File: src/rtl/process_tx_word.sv
// rtl/process_tx_word.sv - USB transmit word serializer: NRZI, bit stuffing, abort, EOP
module process_tx_word #(
  parameter int          DATA_W       = 8,
  parameter int          STUFF_LIMIT  = 6,
  parameter int          EOP_SE0_BITS = 2,
  parameter int          NB_W         = $clog2(DATA_W/8) + 1,
  parameter logic [7:0]  DATA_START   = 8'h02,
  parameter logic [7:0]  DATA_STOP    = 8'h01
) (
  input  logic              clk,
  input  logic              rst,
  input  logic [1:0]        JBit,
  input  logic [1:0]        KBit,
  input  logic [DATA_W-1:0] TxWordIn,
  input  logic [NB_W-1:0]   TxNumBytes,
  input  logic [7:0]        TxByteCtrlIn,
  input  logic              processTxWordWEn,
  output logic              processTxWordRdy,
  input  logic              TxAbort,
  output logic              USBWireReq,
  input  logic              USBWireGnt,
  input  logic              USBWireRdy,
  output logic              USBWireWEn,
  output logic [1:0]        USBWireData,
  output logic              USBWireCtrl
);

  localparam int              IDX_W     = NB_W + 3;
  localparam logic [NB_W-1:0] MAX_BYTES = NB_W'(DATA_W / 8);
  localparam logic            DRIVE     = 1'b1;
  localparam logic            TRI_STATE = 1'b0;
  localparam logic [1:0]      SE0       = 2'b00;

  typedef enum logic [3:0] {
    S_START, S_IDLE, S_WAIT_GNT, S_LOAD_BIT, S_WAIT_RDY, S_CHK,
    S_STUFF, S_STUFF_RDY, S_STUFF_CHK, S_STOP_CHK,
    S_ABORT_RDY, S_ABORT_CHK, S_EOP_RDY, S_EOP_CHK, S_FIN
  } state_t;

  state_t            r_state;
  logic [DATA_W-1:0] r_word;
  logic [NB_W-1:0]   r_nbytes;
  logic [7:0]        r_ctrl;
  logic [1:0]        r_line;
  logic [3:0]        r_ones;
  logic [IDX_W-1:0]  r_idx;
  logic [3:0]        r_cnt;
  logic              r_rdy;
  logic              r_req;
  logic              r_wen;
  logic [1:0]        r_data;
  logic              r_wctrl;

  logic [1:0]        w_toggled;
  logic              w_more;
  logic [NB_W-1:0]   w_nbytes;

  assign w_toggled = (r_line == JBit) ? KBit : JBit;
  assign w_more    = r_idx < {r_nbytes, 3'b000};
  assign w_nbytes  = (TxNumBytes == '0) ? MAX_BYTES : TxNumBytes;

  assign processTxWordRdy = r_rdy;
  assign USBWireReq       = r_req;
  assign USBWireWEn       = r_wen;
  assign USBWireData      = r_data;
  assign USBWireCtrl      = r_wctrl;

  always_ff @(posedge clk or negedge rst) begin
    if (!rst) begin
      r_state  <= S_START;
      r_word   <= '0;
      r_nbytes <= '0;
      r_ctrl   <= '0;
      r_line   <= 2'b00;
      r_ones   <= '0;
      r_idx    <= '0;
      r_cnt    <= '0;
      r_rdy    <= 1'b0;
      r_req    <= 1'b0;
      r_wen    <= 1'b0;
      r_data   <= 2'b00;
      r_wctrl  <= TRI_STATE;
    end else begin
      r_wen <= 1'b0;
      case (r_state)
        S_START: begin
          r_rdy   <= 1'b1;
          r_state <= S_IDLE;
        end
        S_IDLE: begin
          if (processTxWordWEn && r_rdy) begin
            r_word   <= TxWordIn;
            r_nbytes <= w_nbytes;
            r_ctrl   <= TxByteCtrlIn;
            r_idx    <= '0;
            r_rdy    <= 1'b0;
            if (TxByteCtrlIn == DATA_START) begin
              r_line  <= JBit;
              r_ones  <= '0;
              r_req   <= 1'b1;
              r_state <= S_WAIT_GNT;
            end else begin
              r_state <= S_LOAD_BIT;
            end
          end
        end
        S_WAIT_GNT: if (USBWireGnt) r_state <= S_LOAD_BIT;
        // NRZI: a zero is a line transition, a one holds the line
        S_LOAD_BIT: begin
          r_word <= r_word >> 1;
          r_idx  <= r_idx + IDX_W'(1);
          if (r_word[0]) begin
            r_ones <= r_ones + 4'd1;
          end else begin
            r_line <= w_toggled;
            r_ones <= '0;
          end
          r_state <= S_WAIT_RDY;
        end
        S_WAIT_RDY, S_STUFF_RDY, S_ABORT_RDY: begin
          if (USBWireRdy) begin
            r_wen   <= 1'b1;
            r_data  <= r_line;
            r_wctrl <= DRIVE;
            r_state <= (r_state == S_WAIT_RDY)  ? S_CHK :
                       (r_state == S_STUFF_RDY) ? S_STUFF_CHK : S_ABORT_CHK;
          end
        end
        S_CHK, S_STUFF_CHK: begin
          if (TxAbort) begin
            r_cnt   <= '0;
            r_state <= S_ABORT_RDY;
          end else if (r_state == S_CHK && r_ones == 4'(STUFF_LIMIT)) begin
            r_state <= S_STUFF;
          end else if (w_more) begin
            r_state <= S_LOAD_BIT;
          end else begin
            r_state <= S_STOP_CHK;
          end
        end
        S_STUFF: begin
          r_line  <= w_toggled;
          r_ones  <= '0;
          r_state <= S_STUFF_RDY;
        end
        S_STOP_CHK: begin
          if (r_ctrl == DATA_STOP) begin
            r_cnt   <= '0;
            r_state <= S_EOP_RDY;
          end else begin
            r_rdy   <= 1'b1;
            r_state <= S_IDLE;
          end
        end
        // Abort holds the line for one bit past the stuff limit: a deliberate stuff violation
        S_ABORT_CHK: begin
          if (r_cnt == 4'(STUFF_LIMIT)) begin
            r_cnt   <= '0;
            r_state <= S_EOP_RDY;
          end else begin
            r_cnt   <= r_cnt + 4'd1;
            r_state <= S_ABORT_RDY;
          end
        end
        S_EOP_RDY: begin
          if (USBWireRdy) begin
            r_wen   <= 1'b1;
            r_data  <= (r_cnt < 4'(EOP_SE0_BITS)) ? SE0 : JBit;
            r_wctrl <= (r_cnt == 4'(EOP_SE0_BITS + 1)) ? TRI_STATE : DRIVE;
            r_state <= S_EOP_CHK;
          end
        end
        S_EOP_CHK: begin
          if (r_cnt == 4'(EOP_SE0_BITS + 1)) begin
            r_state <= S_FIN;
          end else begin
            r_cnt   <= r_cnt + 4'd1;
            r_state <= S_EOP_RDY;
          end
        end
        S_FIN: begin
          r_req   <= 1'b0;
          r_rdy   <= 1'b1;
          r_state <= S_IDLE;
        end
        default: r_state <= S_START;
      endcase
    end
  end

endmodule

File: config.mk
export PLATFORM = sky130hd
export DESIGN_NAME = process_tx_word
export DESIGN_NICKNAME = d
export VERILOG_FILES = /design/src/rtl/process_tx_word.sv
export SDC_FILE = /design/constraint.sdc
export NUM_CORES = 1
export LEC_CHECK = 0
export BUFFER_PORTS_ARGS = -buffer_cell sky130_fd_sc_hd__buf_2
export CAP_MARGIN = 10
export CORE_ASPECT_RATIO = 0.7
export CORE_MARGIN = 4
export CORE_UTILIZATION = 40
export CTS_CLUSTER_SIZE = 24
export DETAILED_ROUTE_END_ITERATION = 6
export SETUP_SLACK_MARGIN = 0.2
export SLEW_MARGIN = 20
export SYNTH_ARGS = -nofsm -noshare
export SYNTH_HDL_FRONTEND = slang
export SYNTH_SLANG_ARGS = --single-unit
File: constraint.sdc
create_clock -name clk -period 3.2 [get_ports clk]
set_clock_uncertainty 0.05 [all_clocks]
set_input_delay 0.16 -clock clk [delete_from_list [all_inputs] [get_ports clk]]
set_output_delay 0.16 -clock clk [all_outputs]
set_load 0.01 [all_outputs]
## After elaboration in Yosys (flattened, before gate mapping)

Index checks and enable logic that the tools add are counted.

| word-level totals | value |
|---|---|
| bits in registers | 41 |
| input bits | 27 |
| output and inout bits | 6 |
| word-level logic and storage cells | 118 |

| operators by class | value |
|---|---|
| add/sub/neg operators | 3 |
| magnitude comparators | 2 |
| equality and inequality tests | 30 |
| mux-type cells | 48 |
| reductions and logical operators | 22 |

Operators with widths:

| operator | number |
|---|---|
| two-way mux 4 bit | 17 |
| one-hot mux 4 bit (11 select lines) | 1 |
| == test 4 bit (second input constant) | 7 |
| == test 4 x 3 -> 1 bit (second input constant) | 6 |
| inequality test 2 bit (second input constant) | 10 |
| two-way mux 2 bit | 9 |
| one-hot mux 4 bit (4 select lines) | 1 |
| one-hot mux 8 bit (2 select lines) | 1 |
| adder 4 x 1 -> 4 bit (second input constant) | 3 |
| == test 4 x 2 -> 1 bit (second input constant) | 3 |
| one-hot mux 4 bit (3 select lines) | 1 |
| AND reduction 3 bit | 4 |
| AND reduction 4 bit | 3 |
| two-way mux 1 bit | 10 |
| == test 8 x 1 -> 1 bit (second input constant) | 1 |
| == test 8 x 2 -> 1 bit (second input constant) | 1 |
| two-way mux 8 bit | 1 |
| one-hot mux 4 bit (2 select lines) | 1 |
| one-hot mux 2 bit (3 select lines) | 1 |
| nonzero test 2 bit | 3 |
| nonzero test 3 bit | 2 |
| == test 4 x 1 -> 1 bit (second input constant) | 1 |
| logical NOT 4 bit | 1 |
| < comparator 4 x 2 -> 1 bit (second input constant) | 1 |
| other kinds (12) | 16 |

## Longest topological paths before layout

Gate-level depths: netlist (run 1).

| logic depth | value |
|---|---|
| depth after elaboration | 5 |
| gate-level depth with buffers | 7 |
| gate-level depth less buffers | 7 |

## Worst setup path before layout (run 1)

OpenSTA, ideal clock, no wires.

| timing | value |
|---|---|
| path kind | register to register |
| start point | reg r_state[0] |
| end point | reg r_line[0] |
| library setup time | 0.125 ns |
| arrival time | 1.562 ns |
| required time | 3.025 ns |
| setup slack | 1.464 ns |
| cell stages (with the launch flop) | 7 |
| path buffers | 1 |
| period minus slack after synthesis | 1.736 ns |
| cells stage by stage | dfrtp_1 -> buf_6 -> xor2_1 -> nand2_1 -> nor3_1 -> mux2_2 -> mux2_2 |

| on the way | value |
|---|---|
| word-level cells in the longest chain between the ends | 3 |
| elaborated cells on any way between the ends | 9 |
| classes of those cells | eq/ne: 6; mux: 1; reduce/logical: 2 |

RTL lines:

| item | line | source |
|---|---|---|
| start: declaration | 40 | `state_t r_state;` |
| start signal: assignment | 125 | `r_state <= (r_state == S_WAIT_RDY) ? S_CHK :` |
| == test 4 x 1 -> 1 bit (tied with other cells) | 85 | `case (r_state)` |
| inequality test 2 bit (no line) or nonzero test 3 bit (tied branches) | - |  |
| AND reduction 4 bit (no line) | - |  |
| end signal: assignment | 98 | `r_line <= JBit;` |
| end signal: assignment | 115 | `r_line <= w_toggled;` |
| end signal: assignment | 142 | `r_line <= w_toggled;` |
| end: declaration | 44 | `logic [1:0] r_line;` |

Several ways; a longest one is shown, not always the timed one.
A chain may end at the register's enable or synchronous reset.

## Worst setup path in the final report (run 1)

| timing | value |
|---|---|
| start point | reg r_state[3] |
| end point | reg r_cnt[1] |

| on the way | value |
|---|---|
| word-level cells in the longest chain between the ends | 4 |
| elaborated cells on any way between the ends | 12 |
| classes of those cells | eq/ne: 8; mux: 1; reduce/logical: 3 |

RTL lines:

| item | line | source |
|---|---|---|
| == test 4 x 3 -> 1 bit or == test 4 bit (tied branches) | 85 |  |
| OR reduction 2 bit | 85 |  |
| nonzero test 4 bit (no line) or inequality test 2 bit (tied branches) | - |  |
| AND reduction 4 bit (no line) | - |  |
| end signal: assignment | 161 | `r_cnt <= r_cnt + 4'd1;` |
| end signal: assignment | 177 | `r_cnt <= r_cnt + 4'd1;` |
| end: declaration | 47 | `logic [3:0] r_cnt;` |

Several ways; a longest one is shown, not always the timed one.

==> results of run 1 <==
cell usage after synthesis (all sizes together), types with 2 or more instances:
master  instances
inv             5
and2            2
a21o            3
nor3            4
nor4            5
or3             2
xor2            4
ha              5
nand2b          7
buf            11
o21ai          23
mux2            9
and3b           2
a21oi           8
dfrtp          41
nor2b           4
nor2           15
nand2          50
nand4           2
a22o            3
o22ai           2
and3            3
nand3           7
o31ai           2
nand3b          2
a211oi          3
a22oi           6
power by group:
part | switching, uW | internal (uW)
combinational | 471 | 381
clock | 179 | 254
sequential | 228 | 716
total | 877 | 1350
cell type report:
type | instances | share of cell area
repair buffers | 34 | 0.0684
flip-flops and latches | 41 | 0.389
clock inverters | 1 | 0.0114
clock buffers | 7 | 0.0328
multi-input cells | 195 | 0.457
inverters | 5 | 0.00712
well taps | 72 | 0.0342
kinds of logic (layout without fill, tap and decap cells):
| kind of cell | count (synthesis) | after routing | share of synthesized area |
|---|---|---|---|
| AND/OR/NAND/NOR | 114 | 114 | 0.251 |
| AO/OA/AOI/OAI | 63 | 63 | 0.181 |
| flip-flops | 41 | 41 | 0.445 |
| buffers and inverters | 17 | 47 | 0.0358 |
| multiplexers | 9 | 9 | 0.0440 |
| adder cells (fa/ha/maj) | 5 | 5 | 0.0272 |
| XOR/XNOR | 4 | 4 | 0.0152 |
per-stage QoR:
step / total power (uW) / utilization
2_1_floorplan: 1580 / -
3_3_place_gp: 1800 / 0.465
3_5_place_dp: 1800 / 0.465
4_1_cts: 2240 / 0.488
5_1_grt: 2420 / 0.488
6_report: 2230 / 0.488
final timing paths:
check                             to  cells past startpoint
max                         r_cnt[1]                      4
min                        r_word[7]                      3
max reg2reg                 r_cnt[1]                      4
min reg2reg                 r_nbytes                      1
max in group asynchronous  r_word[4]                      2
min in group asynchronous  r_ctrl[4]                      2
worst reg2reg max path, stage by stage, from the launching register on:
cell and delay [ns]:
dfrtp_1 0.79, nand2b_1 0.29, a211oi_1 0.50, nor3_2 0.16
mux2_1 0.33
routing by layer:
metal  share of wire  vias up
met5               0        -
met4          0.0044        0
met3           0.058        2
met2            0.40       52
met1            0.54      874
li1                -      963
state kept, by name, summed over array words and instances (netlist names):
| signal | count |
|---|---|
| USBWireCtrl | 1 |
| USBWireData | 2 |
| USBWireReq | 1 |
| USBWireWEn | 1 |
| processTxWordRdy | 1 |
| r_cnt | 4 |
| r_ctrl | 8 |
| r_idx | 4 |
| r_line | 2 |
| r_nbytes | 1 |
| r_ones | 4 |
| r_state | 4 |
| r_word | 8 |
==> results.yml, run 1 <==
clock_network:
  root_buffer: "clkbuf_8"
  cts_num_sinks: 41
  clk_path_buf_depth: 2
  numCtsBuffers: 5
  cts_htree_levels: 2
  postCtsSetupRepairBufs: 0
  cts_tree: "done"
  path_clk_slew_ns: 0.08
  clock_latency_ns: 0.29
  ctsHoldBuffers: 1
  cts_resized: 0
route:
  drtAntennaViolNets: 0
  viasPerCell: 5.33
  drt-initial-drc-count: 235
  num_vias: 1891
  drt-pass1-iter-count: 5
  avgRoutedWirePerCell_um: 14.1
  wl_mm: 5.01
  drc: 0
sta:
  final.setup.tns_ns: 0
  period_share: 0.699
  slew_headroom: 0.391
  worstMarginPinSlew_ns: 0.914
  rsz0062_at_grt: "no"
  slew_violations: 0
  worst_slack_ns: 0.963
  setup_viol: 0
  period_minus_slack_ns: 2.24
  fmax_ghz: 0.447
  holdWs_ns: 0.0191
  final_hold_viol_count: 0
outcome:
  status: "finished clean"
floorplan:
  rows: 22
  die_w_um: 98.7
  core_sq_um: 5400
  start_util: 0.427
  die-area_sq_um: 7060
  die_h_um: 71.5
  ios: 33
setup_path:
  arrival_ns: 2.36
  cp-start-kind: "flop"
  crit_buf_inv: 0
  rrSetupSlack_ns: 0.96
  crit_path_cell_trace: "nand2b_1 > a211oi_1 > nor3_2 > mux2_1"
  regToRegStartpoint: "r_state[3]"
  endpoint_kind: "flop"
  slowest_delay_ns: 0.79
  critPathTopFamily: "flip-flops"
  critPathKind: "reg2reg"
  crit_fanout: 22
  critical_path.slowest_cell: "dfrtp_1"
  worstSetupStartpoint: "r_state[3]"
  critPathRequiredTime_ns: 3.33
place:
  dp_cells: 346
  place.gp.congestion: 0.834
  dpl_cell_area_sq_um: 2510
  portBuffers: 31
  preCtsSetupSlack_ns: 0.988
  hpwl_mm: 3.55
global_routing:
  grt_usage: 0.150
  antenna_found_initial: 0
  grt_max_degree: 42
  use_met3: 0.0350
  grt_util_met1: 0.249
  grtUsageMet2: 0.188
  grt_pass1_wl_mm: 8.58
  grt.overflow.total: 0
  first_global_vias: 1677
  busiest_layer: "met1"
power:
  leakagePower_uw: 0.00123
  ir_worst_vdd_v: 0.000304
  cellPowerDensity_nw_per_um2: 846
finish:
  final_cells: 355
  final_common_cell: "nand2_1"
  drive_gt1_frac: 0.184
  syn_to_final_growth_pct: 14.4
  antenna_cells: 0
  fin_area_sq_um: 2640
  multi_input_area_sq_um: 1200
  n_fill_cell: 529
  layout_common_cells: "50 x nand2_1, 41 x dfrtp_1, 31 x buf_2"
  num-nets-final: 314
  regArea_sq_um: 1030
synthesis:
  synth_area_leaders: "dfrtp_1 45%, nand2_1 8.1%, o21ai_0 3.7%"
  synth_edf_count: 0
  ys_ff_latch: 41
  synth-async-reset-ratio: 1.00
  synth.net_count: 285
  ys_types: 57
  synth_top_cell_area_share: 0.445
  syn_area_sq_um: 2300
  synthCells: 253
  synth-seq-area-share: 0.445
  synthFlopType: "dfrtp_1"
  avgSynthCellArea_sq_um: 9.10
  yosysWarningCount: 0
  yosys.area.top_type: "dfrtp_1"
worst_hold_path:
  hp-start: "TxWordIn[7]"
  hold_class: "in2reg"
job:
  cap_violations: 0
(Power assumes the default switching activity.)
==> run 2, diff against run 1 <==
- ABC_AREA: default -> 1
- clock period: 3.2 -> 2.15 ns (I/O delays scaled with it)
==> run 2 against run 1 <==
Effect of this change: first-iteration DRC count is 51% lower; non-clock buffer count grew 6; sequential cell count is the same; wire length shrank 0.24%; area after synthesis is 1.2% higher; fmax is 29% higher; combinational power grew 63%; hold slack got worse by 0.015 ns; final area up 3.0%; power grew 43%; critical endpoint is now USBWireReq.
==> results.yml, run 2 <==
outcome:
  status: "finished clean"
setup_path:
  crit_path_cell_trace: "nor2_2 > nand2_2 > inv_2 > nand2_1 > inv_1 > nand2_1 > a21boi_1"
  endpoint_kind: "flop"
  arrival_ns: 1.91
  critPathKind: "reg2reg"
  crit_fanout: 11
  cpMostUsedCell: "nand2_1"
  slowest_delay_ns: 0.46
  critical_path.slowest_cell: "dfrtp_1"
  critPathRequiredTime_ns: 2.32
  cp-start-kind: "flop"
  r2r_cells: 7
  rrSetupSlack_ns: 0.41
finish:
  final_common_cell: "nand2_1"
  num-nets-final: 404
  multi_input_area_sq_um: 1100
  syn_to_final_growth_pct: 16.4
  biggestRegsByFlops: "r_ctrl (8), r_word (8)"
  layout_common_cells: "121 x nand2_1, 44 x inv_1, 41 x dfrtp_1"
  drive_gt1_frac: 0.134
  antenna_cells: 0
  n_fill_cell: 553
  regArea_sq_um: 1030
worst_hold_path:
  hold_class: "in2reg"
  hold_depth: 3
job:
  cap_violations: 0
clock_network:
  cts_num_sinks: 41
  cts_resized: 0
  clock_latency_ns: 0.29
  path_clk_slew_ns: 0.08
  postCtsSetupRepairBufs: 0
  clk_path_buf_depth: 2
  root_buffer: "clkbuf_8"
  cts_tree: "done"
  numCtsBuffers: 5
  ctsHoldBuffers: 7
  cts_htree_levels: 2
route:
  avgRoutedWirePerCell_um: 11.2
  viasPerCell: 4.60
  drc: 0
  drtAntennaViolNets: 0
  num_vias: 2047
  drt-initial-drc-count: 114
  drt-pass1-iter-count: 4
  wl_mm: 5.00
sta:
  slew_headroom: 0.652
  holdWs_ns: 0.00421
  setup_viol: 0
  final.setup.tns_ns: 0
  rsz0062_at_grt: "no"
  final_hold_viol_count: 0
  period_share: 0.808
  period_minus_slack_ns: 1.74
  worstMarginPinSlew_ns: 0.522
  slew_violations: 0
  fmax_ghz: 0.576
synthesis:
  synth-seq-area-share: 0.440
  synth.net_count: 360
  synthFlopType: "dfrtp_1"
  synthCells: 328
  synth_top_cell_area_share: 0.440
  synth-async-reset-ratio: 1.00
  yosysMostFrequentCell: "nand2_1"
  syn_area_sq_um: 2330
  ys_types: 25
  synth_edf_count: 0
  ys_top_cells_by_count: "121 x nand2_1, 44 x inv_1, 41 x dfrtp_1"
  synth_area_leaders: "dfrtp_1 44%, nand2_1 19%, inv_1 7.1%"
  avgSynthCellArea_sq_um: 7.11
  yosysWarningCount: 0
  yosys.area.top_type: "dfrtp_1"
  ys_ff_latch: 41
global_routing:
  first_global_vias: 1932
  grt.overflow.total: 0
  grt_max_degree: 42
  grt_usage: 0.150
  antenna_found_initial: 0
  grt_pass1_wl_mm: 8.66
floorplan:
  die_w_um: 99.3
  die_h_um: 71.9
  die-area_sq_um: 7140
  rows: 22
  core_sq_um: 5450
  ios: 33
  start_util: 0.428
place:
  hpwl_mm: 3.81
  place.gp.congestion: 0.889
  portBuffers: 31
power:
  ir_worst_vdd_v: 0.000390
  finalPower_uw: 3190
  leakagePower_uw: 0.00151
  cellPowerDensity_nw_per_um2: 1170
==> run 2: where the power goes <==
group          switching (uW)  total [uW]  internal (uW)
registers                 227        1310           1080
clock network             264         490            225
logic                     882        1390            509
==> run 2: per-layer routing <==
metal  wire, um  track usage  vias to the layer above
met5          0            0                        -
met4         53       0.0455                        0
met3        219       0.0331                        5
met2       2080        0.224                       39
met1       2650        0.217                      888
li1           -            -                     1115
==> run 2: final timing paths <==
kind	from	end
max	r_state[2]	USBWireReq
min	TxWordIn[6]	r_word[6]
max reg2reg	r_state[2]	USBWireReq
min reg2reg	r_idx[2]	r_idx[2]
max in group asynchronous	rst	r_state[2]
min in group asynchronous	rst	r_word[4]
==> run 2: logic make-up (layout without fill, tap and decap cells) <==
| kind of cell | count (synthesis) | after routing | synth area share |
|---|---|---|---|
| AO/OA/AOI/OAI | 38 | 38 | 0.0944 |
| XOR/XNOR | 4 | 4 | 0.0150 |
| adder cells (fa/ha/maj) | 5 | 5 | 0.0268 |
| buffers and inverters | 50 | 95 | 0.0885 |
| flip-flops | 41 | 41 | 0.440 |
| AND/OR/NAND/NOR | 190 | 190 | 0.335 |
==> run 2: metrics by stage <==
stage | area, sq um | instances | util | setup WS, ns
after global placement | 2560 | 430 | 0.470 | 0.473
after global routing | 2720 | 445 | 0.498 | 0.226
after detailed placement | 2560 | 430 | 0.470 | 0.435
after CTS | 2720 | 445 | 0.498 | 0.405
final | 2720 | 445 | 0.498 | 0.413
after floorplan | 2330 | 328 | - | 0.672
==> run 2: layout make-up <==
class	count	share of cell area
clock buffer	6	0.0267
multi-input combinational	237	0.405
tap	72	0.0332
inverter	47	0.0650
sequential	41	0.378
clock inverter	2	0.00369
timing repair buffer	40	0.0885
==> run 2: critical path: cells and delay by family, from the launching register on <==
kind / cells / cell delay [ns]
AO/OA/AOI/OAI: 1 / 0.12
AND/OR/NAND/NOR: 4 / 0.63
flip-flops: 1 / 0.46
buffers and inverters: 2 / 0.40
